$ cat config.mk
export PLATFORM = sky130hd
export DESIGN_NAME = serial_add_nbit
export DESIGN_NICKNAME = d
export VERILOG_FILES = /design/src/rtl/serial_add_nbit.sv
export SDC_FILE = /design/constraint.sdc
export NUM_CORES = 1
export LEC_CHECK = 0
export ABC_CLOCK_PERIOD_IN_PS = 2100
export CAP_MARGIN = 0
export CORE_MARGIN = 2
export CORE_UTILIZATION = 25
export DETAILED_ROUTE_END_ITERATION = 12
export GPL_TIMING_DRIVEN = 1
export PLACE_DENSITY_LB_ADDON = 0.3
export SYNTH_ARGS = -nofsm -noshare
export SYNTH_HDL_FRONTEND = slang
export SYNTH_SLANG_ARGS = --single-unit
$ cat constraint.sdc
create_clock -name clk -period 2.1 [get_ports clk]
set_clock_uncertainty 0.05 [all_clocks]
set_input_delay 0.42 -clock clk [delete_from_list [all_inputs] [get_ports clk]]
set_output_delay 0.42 -clock clk [all_outputs]
set_load 0.01 [all_outputs]
$ cat src/rtl/serial_add_nbit.sv
// Bit-serial WIDTH-bit adder: one full-adder slice plus a carry flop resolve one
// bit per clock, and sum, carry-out and signed overflow are registered on completion.
module serial_add_nbit #(
  parameter int unsigned WIDTH = 32
) (
  input  logic             clk,
  input  logic             rst,
  input  logic             start,
  input  logic [WIDTH-1:0] a,
  input  logic [WIDTH-1:0] b,
  input  logic             c_in,
  output logic             busy,
  output logic             done,
  output logic [WIDTH-1:0] sum,
  output logic             c_out,
  output logic             ovf
);

  localparam int unsigned CW = $clog2(WIDTH) + 1;

  typedef enum logic [1:0] {
    IDLE = 2'd0,
    RUN  = 2'd1,
    DONE = 2'd2
  } state_t;

  state_t           state_q, state_d;
  logic [WIDTH-1:0] a_sh_q, a_sh_d;
  logic [WIDTH-1:0] b_sh_q, b_sh_d;
  logic [WIDTH-1:0] res_q, res_d;
  logic [WIDTH-1:0] sum_q, sum_d;
  logic             carry_q, carry_d;
  logic             c_out_q, c_out_d;
  logic             ovf_q, ovf_d;
  logic [CW-1:0]    cnt_q, cnt_d;

  logic             accept;
  logic             last;
  logic             s_bit;
  logic             c_bit;
  logic [WIDTH:0]   res_sh;

  // Full-adder slice on the LSBs; the concatenate-and-shift keeps WIDTH=1 legal.
  always_comb begin
    accept = start && ((state_q == IDLE) || (state_q == DONE));
    last   = (state_q == RUN) && (cnt_q == CW'(WIDTH - 1));
    s_bit  = a_sh_q[0] ^ b_sh_q[0] ^ carry_q;
    c_bit  = (a_sh_q[0] & b_sh_q[0]) | (a_sh_q[0] & carry_q) | (b_sh_q[0] & carry_q);
    res_sh = {s_bit, res_q} >> 1;
  end

  always_ff @(posedge clk) begin
    if (rst) begin
      state_q <= IDLE;
    end else begin
      state_q <= state_d;
    end
  end

  always_comb begin
    state_d = state_q;
    case (state_q)
      IDLE:    if (start) state_d = RUN;
      RUN:     if (last)  state_d = DONE;
      DONE:    state_d = start ? RUN : IDLE;
      default: state_d = IDLE;
    endcase
  end

  always_comb begin
    busy = (state_q == RUN);
    done = (state_q == DONE);
  end

  always_comb begin
    a_sh_d  = a_sh_q;
    b_sh_d  = b_sh_q;
    res_d   = res_q;
    carry_d = carry_q;
    cnt_d   = cnt_q;
    sum_d   = sum_q;
    c_out_d = c_out_q;
    ovf_d   = ovf_q;
    if (accept) begin
      a_sh_d  = a;
      b_sh_d  = b;
      carry_d = c_in;
      res_d   = '0;
      cnt_d   = '0;
    end else if (state_q == RUN) begin
      a_sh_d  = a_sh_q >> 1;
      b_sh_d  = b_sh_q >> 1;
      res_d   = res_sh[WIDTH-1:0];
      carry_d = c_bit;
      cnt_d   = cnt_q + CW'(1);
      if (last) begin
        sum_d   = res_sh[WIDTH-1:0];
        c_out_d = c_bit;
        ovf_d   = carry_q ^ c_bit;
      end
    end
  end

  always_ff @(posedge clk) begin
    if (rst) begin
      a_sh_q  <= '0;
      b_sh_q  <= '0;
      res_q   <= '0;
      carry_q <= 1'b0;
      cnt_q   <= '0;
      sum_q   <= '0;
      c_out_q <= 1'b0;
      ovf_q   <= 1'b0;
    end else begin
      a_sh_q  <= a_sh_d;
      b_sh_q  <= b_sh_d;
      res_q   <= res_d;
      carry_q <= carry_d;
      cnt_q   <= cnt_d;
      sum_q   <= sum_d;
      c_out_q <= c_out_d;
      ovf_q   <= ovf_d;
    end
  end

  assign sum   = sum_q;
  assign c_out = c_out_q;
  assign ovf   = ovf_q;

endmodule

**Word-level counts from Yosys, hierarchy flattened**

Index checks and enable logic that the tools add are counted.

- Input bits: 68
- Word-level logic and storage cells: 42
- Output and inout port bits: 36
- Register bits after elaboration: 139

- Reduce and logical (&&, ||, !) cells: 8
- Equality and inequality tests: 5
- $add $sub $neg: 1
- Muxes and demuxes: 10
- Bitwise operators: 9

Operators by type and width:

| cell | number |
|---|---|
| 32-bit 2-to-1 mux | 4 |
| 6-bit by 1-bit adder with 6-bit output (second input constant) | 1 |
| 6-bit by 5-bit equality test with 1-bit output (second input constant) | 1 |
| 2-bit case mux with 3 select lines | 1 |
| 2-bit 2-to-1 mux | 2 |
| 1-bit bitwise AND | 3 |
| 1-bit 2-to-1 mux | 3 |
| 3-bit AND reduction | 1 |
| 1-bit XOR | 3 |
| 2-bit by 1-bit equality test with 1-bit output (second input constant) | 1 |
| 2-bit equality test (second input constant) | 1 |
| 1-bit logical AND | 2 |
| 2-bit logical NOT | 1 |
| 2-bit by 1-bit != test with 1-bit output (second input constant) | 1 |
| 2-bit != test (second input constant) | 1 |
| 1-bit OR | 2 |
| 2-bit AND reduction | 1 |
| 2-bit nonzero test | 1 |
| 2-bit OR reduction | 1 |
| 1-bit logical OR | 1 |
| 1-bit NOT | 1 |

**Depth between registers and ports, before layout**

- Word-level depth: 5
- Gate-level depth with buffers: 7
- Depth with buffers taken out: 4

**Worst setup path after synthesis**

OpenSTA, ideal clock, no wires.

- Path kind: reg2reg
- Start point: reg cnt_q[0]
- End point: reg sum_q[10] (netlist: sum[10])
- Data required time: 1,978 ps
- Stages on the path, launching flop included: 7
- Arrival: 1,314 ps
- Library setup time: 72 ps
- Path buffers: 2
- Path slack: 665 ps
- Clock period less this slack: 1,435 ps
- Cells stage by stage: dfxtp_1 > ha_1 > nand3b_1 > nor3_1 > buf_4 > buf_6 > mux2i_1

- Word-level cells in the longest chain between the ends: 3

RTL lines:

| item | line | text |
|---|---|---|
| start: declaration | 35 | `logic [CW-1:0] cnt_q, cnt_d;` |
| start signal: assignment | 119 | `cnt_q <= cnt_d;` |
| 6-bit by 5-bit equality test with 1-bit output | 46 | `last = (state_q == RUN) && (cnt_q == CW'(WIDTH - 1));` |
| 1-bit logical AND | 46 |  |
| 3-bit AND reduction (no source line) | -- |  |
| end signal: assignment | 120 | `sum_q <= sum_d;` |
| end: declaration | 31 | `logic [WIDTH-1:0] sum_q, sum_d;` |

No other way between the ends.
A chain may end at the register's enable or synchronous reset.

**Worst setup path after layout**

- Start point: reg state_q[1]
- End point: out busy

- Word-level cells in the longest chain between the ends: 1

RTL lines:

| item | line | text |
|---|---|---|
| start: declaration | 27 | `state_t state_q, state_d;` |
| start signal: assignment | 56 | `state_q <= state_d;` |
| 2-bit by 1-bit equality test with 1-bit output | 71 | `busy = (state_q == RUN);` |
| end: declaration | 12 | `output logic busy,` |

No other way between the ends.

==> impl_metrics.env <==
export IMPL_synth_distinct_cells=29
export IMPL_irDropWorstVdd_mv=0.456
export IMPL_critPathSlowestCell="clkdlybuf4s50_1"
export IMPL_status="finished clean"
export IMPL_cts_reportedPaths_clkPinSlew_ns=0.06
export IMPL_numCtsBuffers=17
export IMPL_viasPerCell=4.50
export IMPL_insertion_delay_ns=0.41
export IMPL_drive_gt1_share_pct=6.49
export IMPL_postRouteAntennaNets=0
export IMPL_drv_cap=0
export IMPL_post_drt_wl_per_cell_um=12.7
export IMPL_use_met2_pct=18.3
export IMPL_drc=0
export IMPL_timing_rr_end="sum[12]$_SDFFE_PP0P_"
export IMPL_grtUsageTotal_pct=11.6
export IMPL_hold_viol_final=0
export IMPL_met1_usage_pct=15.4
export IMPL_yosys_warnings=0
export IMPL_placementRows=54
export IMPL_cts_tree="done"
export IMPL_min_path_cells=2
export IMPL_worstMarginPinSlew_ns=0.505
export IMPL_cts_hold_fix_buffers=0
export IMPL_place_inst=1019
export IMPL_post_route_period_util_pct=94.3
export IMPL_die_h_um=152
export IMPL_grt_max_degree=100
export IMPL_maxSlewHeadroom_pct=66.3
export IMPL_antenna_found_initial=0
export IMPL_num_vias=4732
export IMPL_worstSetupPathType="reg -> out"
export IMPL_drt_pass1_iterations=5
export IMPL_layout_common_cells="254 x nand2_1, 137 x dfxtp_1, 103 x clkdlybuf4s50_1, 59 x a31oi_1, 58 x o21ai_0"
export IMPL_max_stage_delay_ns=0.56
export IMPL_dpl_hpwl_um=8030
export IMPL_powerDensity_nw_per_um2=903
export IMPL_slew_viol_final=0
export IMPL_io_buffer_count=103
export IMPL_rr_worst_depth=5
export IMPL_holdPathEnd="sum[25]$_SDFFE_PP0P_"
export IMPL_start_util_pct=25.3
export IMPL_grt_pass1_wl_um=22100
export IMPL_num_io_pins=104
export IMPL_clock_root_buffer="clkbuf_16"
export IMPL_grt_pass1_vias=4373
export IMPL_insertedDiodeCount=0
export IMPL_grt_busiest_layer="met2"
export IMPL_synth_ff_type="dfxtp_1"
export IMPL_crit_fanout=3
export IMPL_fmax_mhz=505
export IMPL_postSynth_asyncResetShare_pct=0
export IMPL_num_fill_cells=2289
export IMPL_setup_violations=0
export IMPL_synth_edff_count=0
export IMPL_cts_buffer_depth=2
export IMPL_cts_setup_buffers=0
export IMPL_gp_congestion=0.713
export IMPL_synth_area_um2=5470
export IMPL_regToRegStartpoint="cnt_q[0]$_SDFFE_PP0P_"
export IMPL_tns_ns=0
export IMPL_synth_seq_area_share_pct=50.5
export IMPL_cts_sinks=138
export IMPL_dieArea_um2=23100
export IMPL_power_leakage_uw=0.00243
export IMPL_drt_iter0_drc=243
export IMPL_syn_avg_cell_area_um2=8.04
export IMPL_cp_required_ns=1.63
export IMPL_hp_start="sum[25]$_SDFFE_PP0P_"
export IMPL_fin_cells=1051
export IMPL_hp_class="reg -> reg"
export IMPL_rsz0062_at_grt="false"
export IMPL_syn_inst=681
export IMPL_wl_um=13300
export IMPL_layout_commonest_cell="nand2_1"
export IMPL_final_nets=828
export IMPL_min_period_ns=1.98
export IMPL_crit_path_start_kind="flip-flop"
export IMPL_core_area_um2=21600
export IMPL_syn_num_nets=751
export IMPL_dieWidth_um=152
export IMPL_layout_area_overhead_vs_synth_pct=36.0
export IMPL_grt_overflow_total=0
export IMPL_grt_use_met3_pct=3.51
export IMPL_path_cells="nand2b_4 -> clkinv_2 -> clkdlybuf4s50_1"
export IMPL_r2r_slack_ns=0.44
export IMPL_postCtsResizedCells=0
export IMPL_synth_seq_cells=138
export IMPL_h_tree_depth=4
export IMPL_cp_arrival_ns=1.51
export IMPL_cp_end_kind="primary output"
how the worst max path moves through the flow:
stage	from	cells after the start	slack, ns	endpoint
global placement	rst	5	0.31	cnt_q[3]$_SDFFE_PP0P_
detailed placement	rst	5	0.28	sum[20]$_SDFFE_PP0P_
finish	state_q[1]$_SDFFE_PP0P_	3	0.12	busy
CTS	state_q[0]$_SDFFE_PP0P_	3	0.03	busy
floorplan	cnt_q[0]$_SDFFE_PP0P_	6	0.66	sum[10]$_SDFFE_PP0P_
global route	state_q[1]$_SDFFE_PP0P_	2	0.02	done
per-layer routing:
layer,part of all wire [%],up-vias,wire length (um)
met5,0,-,0
met4,0.67,0,89
met3,4.2,8,560
met2,45,98,6030
met1,50,2175,6610
li1,-,2451,-
critical path, delay by kind of cell, from the launching register on:
family | cells | cell delay [ns]
buffers and inverters | 2 | 0.63
AND/OR/NAND/NOR | 1 | 0.16
flip-flops | 1 | 0.32
Yosys cell counts, drive strengths merged, types with 2 or more instances:
master | number | area share (%)
a22oi | 4 | 0.55
dfxtp | 138 | 50
o21ai | 60 | 5.5
nor3 | 3 | 0.27
a21oi | 39 | 3.6
mux2i | 36 | 6.6
clkbuf | 25 | 1.7
nand2b | 2 | 0.23
nand2 | 254 | 17
nor2 | 4 | 0.27
nand3 | 7 | 0.64
buf | 33 | 3.6
or3 | 2 | 0.23
inv | 3 | 0.21
nor2b | 2 | 0.23
xnor2 | 2 | 0.32
a31oi | 59 | 6.7
report_power, final:
| part | switching [uW] | internal, uW |
|---|---|---|
| Sequential | 61.7 | 2730 |
| Clock | 1190 | 2150 |
| Combinational | 322 | 257 |
state kept, by name, indices dropped and copies added, names as in the netlist:
signal / flops
a_sh_q: 32
b_sh_q: 32
c_out: 1
carry_q: 1
cnt_q: 6
ovf: 1
res_q: 31
state_q: 2
sum: 32
per-stage QoR:
stage	utilization (%)	total power, uW	hold WS, ns	area [um^2]	setup WS, ns
after detailed placement	31.4	3440	0.397	6780	0.284
after CTS	34.4	6830	0.408	7440	0.0265
final	34.4	6720	0.405	7440	0.119
after global placement	31.4	3440	0.394	6780	0.311
after global routing	34.4	7010	0.419	7440	0.0167
after floorplan	-	3180	0.387	5470	0.665
logic make-up (layout without fill, tap and decap cells):
group / after synthesis / in the layout / share of synthesized area [%]
adders and majority gates: 2 / 2 / 0.594
muxes: 36 / 36 / 6.58
and+or+nand+nor: 277 / 277 / 19.7
AOI/OAI and AO/OA: 164 / 164 / 16.6
xor gates and xnor gates: 3 / 3 / 0.480
buffers and inverters: 61 / 151 / 5.53
DFF: 138 / 138 / 50.5
cell type report:
cell class	instances	area (um^2)	share of cell area (%)
flip-flops and latches	138	2760	37.1
multi-input cells	482	2430	32.6
repair buffers	116	1230	16.5
clock buffers	19	443	5.95
well taps	280	350	4.71
clock inverters	13	216	2.91
inverters	3	15.0	0.202
(Power assumes the default switching activity.)
